--- src/rtl/btle_rx_pdu_writer.sv ---
// Packs the de-whitened BLE PDU bit stream LSB-first into bytes and writes them
// into the receive-packet RAM, using the header length field to find the end.
module btle_rx_pdu_writer #(
  parameter int ADDRESS_WIDTH = 6
) (
  input  logic                     clk,
  input  logic                     rst,
  input  logic                     start,
  input  logic                     abort,
  input  logic                     bit_in,
  input  logic                     bit_valid,
  input  logic                     pkt_ack,
  output logic [ADDRESS_WIDTH-1:0] ram_wr_addr,
  output logic [7:0]               ram_wr_data,
  output logic                     ram_wr_en,
  output logic                     pkt_ready,
  output logic [8:0]               pkt_len,
  output logic                     pkt_overflow,
  output logic                     busy,
  output logic [7:0]               drop_cnt
);

  typedef enum logic [1:0] {IDLE, HEADER, PAYLOAD, READY} state_t;

  localparam logic [9:0] DEPTH = 10'd1 << ADDRESS_WIDTH;

  state_t                   state_reg, state_next;
  logic [7:1]               sr_reg, sr_next;
  logic [2:0]               bit_cnt_reg, bit_cnt_next;
  logic [8:0]               byte_cnt_reg, byte_cnt_next;
  logic [7:0]               len_reg, len_next;
  logic                     wr_en_reg, wr_en_next;
  logic [ADDRESS_WIDTH-1:0] wr_addr_reg, wr_addr_next;
  logic [7:0]               wr_data_reg, wr_data_next;
  logic                     ready_reg, ready_next;
  logic [8:0]               pkt_len_reg, pkt_len_next;
  logic                     ovf_reg, ovf_next;
  logic                     busy_reg, busy_next;
  logic [7:0]               drop_reg, drop_next;

  logic [7:0] new_byte;
  logic [8:0] total;
  logic       restart;

  assign new_byte = {bit_in, sr_reg};
  assign total    = {1'b0, len_reg} + 9'd5;

  always_ff @(posedge clk or posedge rst) begin
    if (rst) begin
      state_reg    <= IDLE;
      sr_reg       <= '0;
      bit_cnt_reg  <= '0;
      byte_cnt_reg <= '0;
      len_reg      <= '0;
      wr_en_reg    <= 1'b0;
      wr_addr_reg  <= '0;
      wr_data_reg  <= '0;
      ready_reg    <= 1'b0;
      pkt_len_reg  <= '0;
      ovf_reg      <= 1'b0;
      busy_reg     <= 1'b0;
      drop_reg     <= '0;
    end else begin
      state_reg    <= state_next;
      sr_reg       <= sr_next;
      bit_cnt_reg  <= bit_cnt_next;
      byte_cnt_reg <= byte_cnt_next;
      len_reg      <= len_next;
      wr_en_reg    <= wr_en_next;
      wr_addr_reg  <= wr_addr_next;
      wr_data_reg  <= wr_data_next;
      ready_reg    <= ready_next;
      pkt_len_reg  <= pkt_len_next;
      ovf_reg      <= ovf_next;
      busy_reg     <= busy_next;
      drop_reg     <= drop_next;
    end
  end

  always_comb begin
    state_next    = state_reg;
    sr_next       = sr_reg;
    bit_cnt_next  = bit_cnt_reg;
    byte_cnt_next = byte_cnt_reg;
    len_next      = len_reg;
    wr_en_next    = 1'b0;
    wr_addr_next  = wr_addr_reg;
    wr_data_next  = wr_data_reg;
    pkt_len_next  = pkt_len_reg;
    ovf_next      = ovf_reg;
    drop_next     = drop_reg;
    restart       = 1'b0;

    case (state_reg)
      IDLE: begin
        if (start) begin
          state_next = HEADER;
          restart    = 1'b1;
        end
      end

      HEADER, PAYLOAD: begin
        if (abort) begin
          state_next = IDLE;
        end else if (start) begin
          state_next = HEADER;
          restart    = 1'b1;
        end else if (state_reg == PAYLOAD && byte_cnt_reg == total) begin
          // One cycle after the final byte edge, so the last write has landed.
          state_next   = READY;
          pkt_len_next = byte_cnt_reg;
        end else if (bit_valid) begin
          sr_next      = new_byte[7:1];
          bit_cnt_next = bit_cnt_reg + 3'd1;
          if (bit_cnt_reg == 3'd7) begin
            byte_cnt_next = byte_cnt_reg + 9'd1;
            if ({1'b0, byte_cnt_reg} < DEPTH) begin
              wr_en_next   = 1'b1;
              wr_addr_next = byte_cnt_reg[ADDRESS_WIDTH-1:0];
              wr_data_next = new_byte;
            end else begin
              ovf_next = 1'b1;
            end
            if (byte_cnt_reg == 9'd1) begin
              len_next   = new_byte;
              state_next = PAYLOAD;
            end
          end
        end
      end

      READY: begin
        if (pkt_ack) begin
          if (start) begin
            state_next = HEADER;
            restart    = 1'b1;
          end else begin
            state_next = IDLE;
          end
        end else if (start && drop_reg != 8'hFF) begin
          drop_next = drop_reg + 8'd1;
        end
      end

      default: state_next = IDLE;
    endcase

    if (restart) begin
      sr_next       = '0;
      bit_cnt_next  = '0;
      byte_cnt_next = '0;
      len_next      = '0;
      pkt_len_next  = '0;
      ovf_next      = 1'b0;
    end

    busy_next  = (state_next == HEADER) || (state_next == PAYLOAD);
    ready_next = (state_next == READY);
  end

  assign ram_wr_addr  = wr_addr_reg;
  assign ram_wr_data  = wr_data_reg;
  assign ram_wr_en    = wr_en_reg;
  assign pkt_ready    = ready_reg;
  assign pkt_len      = pkt_len_reg;
  assign pkt_overflow = ovf_reg;
  assign busy         = busy_reg;
  assign drop_cnt     = drop_reg;

endmodule

--- config.mk ---
export PLATFORM = sky130hd
export DESIGN_NAME = btle_rx_pdu_writer
export DESIGN_NICKNAME = d
export VERILOG_FILES = /design/src/rtl/btle_rx_pdu_writer.sv
export SDC_FILE = /design/constraint.sdc
export NUM_CORES = 1
export LEC_CHECK = 0
export BUFFER_PORTS_ARGS = -buffer_cell sky130_fd_sc_hd__buf_2
export CELL_PAD_IN_SITES_DETAIL_PLACEMENT = 1
export CELL_PAD_IN_SITES_GLOBAL_PLACEMENT = 1
export CORE_MARGIN = 3
export CORE_UTILIZATION = 46
export DETAILED_ROUTE_END_ITERATION = 8
export PLACE_DENSITY_LB_ADDON = 0.1
export SETUP_SLACK_MARGIN = 0.5
export SLEW_MARGIN = 20
export SYNTH_ARGS = -nofsm -noshare
export SYNTH_HDL_FRONTEND = slang
export SYNTH_SLANG_ARGS = --single-unit
--- constraint.sdc ---
create_clock -name clk -period 3.05 [get_ports clk]
set_input_delay 0.305 -clock clk [delete_from_list [all_inputs] [get_ports clk]]
set_output_delay 0.305 -clock clk [all_outputs]
set_load 0.02 [all_outputs]
==> results.py <==
metrics = {
    "clock_network": {
        "path_clk_slew_ns": 0.07,
        "clk_path_buf_depth": 2,
        "cts_tree": "yes",
        "clock_latency_ns": 0.34,
        "clock-sinks": 64,
        "htree_levels": 3,
        "cts-root-buf": "clkbuf_8",
        "numCtsBuffers": 9,
    },
    "synthesis": {
        "ys_types": 47,
        "synth_edf_count": 0,
        "yosysMostFrequentCell": "dfrtp_1",
        "syn_area_per_cell_um2": 11.1,
        "yosys.area.top_type_share_pct": 48.6,
        "synthFlopType": "dfrtp_1",
        "synthCells": 298,
        "syn_nets": 315,
        "syn_area_mm2": 0.00329,
        "yosys_warnings": 0,
        "synthTopCellsByCount": "64 x dfrtp_1, 55 x nand2_1, 35 x mux2i_1",
        "ys_seq_area_share_pct": 48.6,
        "async_reset_ff_share_pct": 100,
        "ys_ff_latch": 64,
        "synth_top_area_cell": "dfrtp_1",
        "synth_area_leaders": "dfrtp_1 49%, mux2i_1 11%, nand2_1 6.3%",
    },
    "critical_path": {
        "endpoint_kind": "flop",
        "max_stage_delay_ns": 0.45,
        "cp.arrival_ns": 2.82,
        "r2r_slack_ns": 0.46,
        "cp_max_fo": 6,
        "worst-setup-path-type": "reg2reg",
        "required_ns": 3.28,
        "crit_chain": "ha_4 > or2_4 > nor4_4 > a31oi_1 > o32a_1 > buf_6 > nor4_4 > buf_4 > mux2i_1 > nor2_1",
        "worstSetupStartpointType": "flop",
        "crit_top_cell": "nor4_4",
        "slowest_stage": "dfrtp_2",
    },
    "grt": {
        "grt_util_all_layers_pct": 21.0,
        "grt_pass1_vias": 2589,
        "grt_pass1_wl_um": 13600,
        "gr-total-overflow": 0,
        "grt_max_degree": 39,
        "antenna_found_initial": 0,
    },
    "power_and_ir_drop": {
        "power_density_mw_per_mm2": 526,
        "peakVddDrop_v": 0.000398,
        "p_leak_nw": 1.97,
    },
    "sta": {
        "setup_viol": 0,
        "timing.final.crit_share_pct": 84.9,
        "finalSetupTns_ns": 0,
        "tightest_slew_ns": 0.779,
        "rsz0062_at_grt": "yes",
        "report.final.slew_viol_count": 0,
        "fmax_mhz": 386,
        "period_needed_ns": 2.59,
        "finalHoldViolations": 0,
        "max-slew-margin-rel_pct": 48.0,
        "fin_worst_skew_ns": 0.00625,
    },
    "detailed_routing": {
        "ant_nets": 0,
        "drt-initial-drc-count": 126,
        "drt-total-wl_um": 8230,
        "drc_errors": 0,
        "num_vias": 2457,
        "dr.pass1.iters": 4,
        "viasPerCell": 5.35,
        "post_drt_wl_per_cell_um": 17.9,
    },
    "placement": {
        "io_buffers": 41,
        "dp.cells": 433,
        "gp_congestion": 0.885,
        "hpwl_um": 5520,
    },
    "worst_hold_path": {
        "min_path_type": "in2async",
    },
    "floorplan": {
        "core_mm2": 0.00687,
        "dieArea_mm2": 0.00821,
        "die_x_um": 90.6,
        "row_count": 30,
        "start_util_pct": 47.9,
        "die_y_um": 90.6,
        "io_pins": 42,
    },
    "layout": {
        "diodes": 0,
        "instances_no_fill": 459,
        "drive_gt1_share_pct": 32.2,
        "nNetsFinal": 376,
        "syn2layout_area_growth_pct": 23.4,
        "nFillCells": 762,
    },
    "outcome": {
        "outcome": "complete, no violations",
    },
    "flow_run": {
        "drv_cap": 0,
    },
}
==> path summary, 6_finish.rpt <==
kind | startpoint | to | cells past startpoint
setup / recovery | len_reg[0] | pkt_len[2] | 10
hold / removal | rst | drop_cnt[0] | 2
setup reg to reg | len_reg[0] | pkt_len[2] | 10
hold reg to reg | pkt_overflow | pkt_overflow | 2
max in group asynchronous | rst | len_reg[0] | 3
min in group clk | bit_in | ram_wr_data[7] | 2
==> critical path, delay by kind of cell (launching register included) <==
kind / cells / cell delay [ns]
muxes: 1 / 0.19
buffers and inverters: 2 / 0.33
AOI/OAI and AO/OA: 2 / 0.50
adders and majority gates: 1 / 0.19
and+or+nand+nor: 4 / 0.82
DFF: 1 / 0.45
==> power by group <==
group / internal [W] / total, W / switching (W)
combinational: 0.000167 / 0.000481 / 0.000313
sequential: 0.000906 / 0.000948 / 0.0000418
clock: 0.000391 / 0.000709 / 0.000318
==> what timing repair did <==
item	4_1_cts	5_1_grt
setup buffers	5	5
pin swaps	5	6
hold buffers	0	0
gates resized for setup	10	14
endpoints found under the setup margin	53	38
cloned	0	1
==> per-stage QoR <==
stage	instance area (µm²)	utilization, %	hold WS (ns)	setup slack, ns	total power [W]
after floorplan	3320	-	0.455	0.398	0.00128
after global routing	4060	59.1	0.178	0.341	0.00226
after global placement	3650	53.1	0.460	0.331	0.00142
after detailed placement	3650	53.1	0.465	0.263	0.00143
final	4060	59.1	0.111	0.462	0.00214
after CTS	3940	57.3	0.132	0.500	0.00215
==> per-layer routing <==
layer / part of all wire [%] / vias up / track usage (%)
met4: 1.5 / 0 / 7.78
met2: 48 / 46 / 33.5
met1: 47 / 1248 / 28.2
met3: 3.3 / 12 / 4.50
met5: 0 / - / 0
li1: - / 1151 / -
==> cells by family after synthesis <==
family                   count (synthesis)  share of synthesized area (%)
AND/OR/NAND/NOR                        102                           16.0
AO/OA/AOI/OAI                           27                           5.66
flip-flops                              64                           48.6
XOR/XNOR                                17                           4.52
buffers and inverters                   27                           4.26
multiplexers                            51                           17.1
adder cells (fa/ha/maj)                 10                           3.80
==> final cells by class <==
type                    count  area [µm²]  area share, %
multi-input cells         207        1670           41.1
flip-flops and latches     64        1600           39.5
repair buffers             64         432           10.6
clock buffers              11         141           3.48
well taps                  96         120           2.96
inverters                  13        48.8           1.20
clock inverters             4        45.0           1.11
==> placed cells by master (no fill, tap or decap), types with 2 or more instances in the layout <==
cell,count
a21oi_1,4
a31oi_1,3
and3_1,5
buf_12,2
buf_2,41
buf_4,17
buf_6,3
clkbuf_8,10
clkinv_2,3
dfrtp_1,62
dfrtp_2,2
ha_1,9
inv_1,12
mux2_2,2
mux2_4,14
mux2i_1,35
nand2_1,54
nand2_2,2
nand2b_1,5
nand3_1,4
nand4_1,4
nor2_1,4
nor2b_1,2
nor3_1,5
nor3b_1,2
nor4_4,2
o211ai_1,3
o21ai_0,4
o31a_1,2
xnor2_1,12
xor2_1,5
Note: power is estimated with default switching activity, not from simulation.
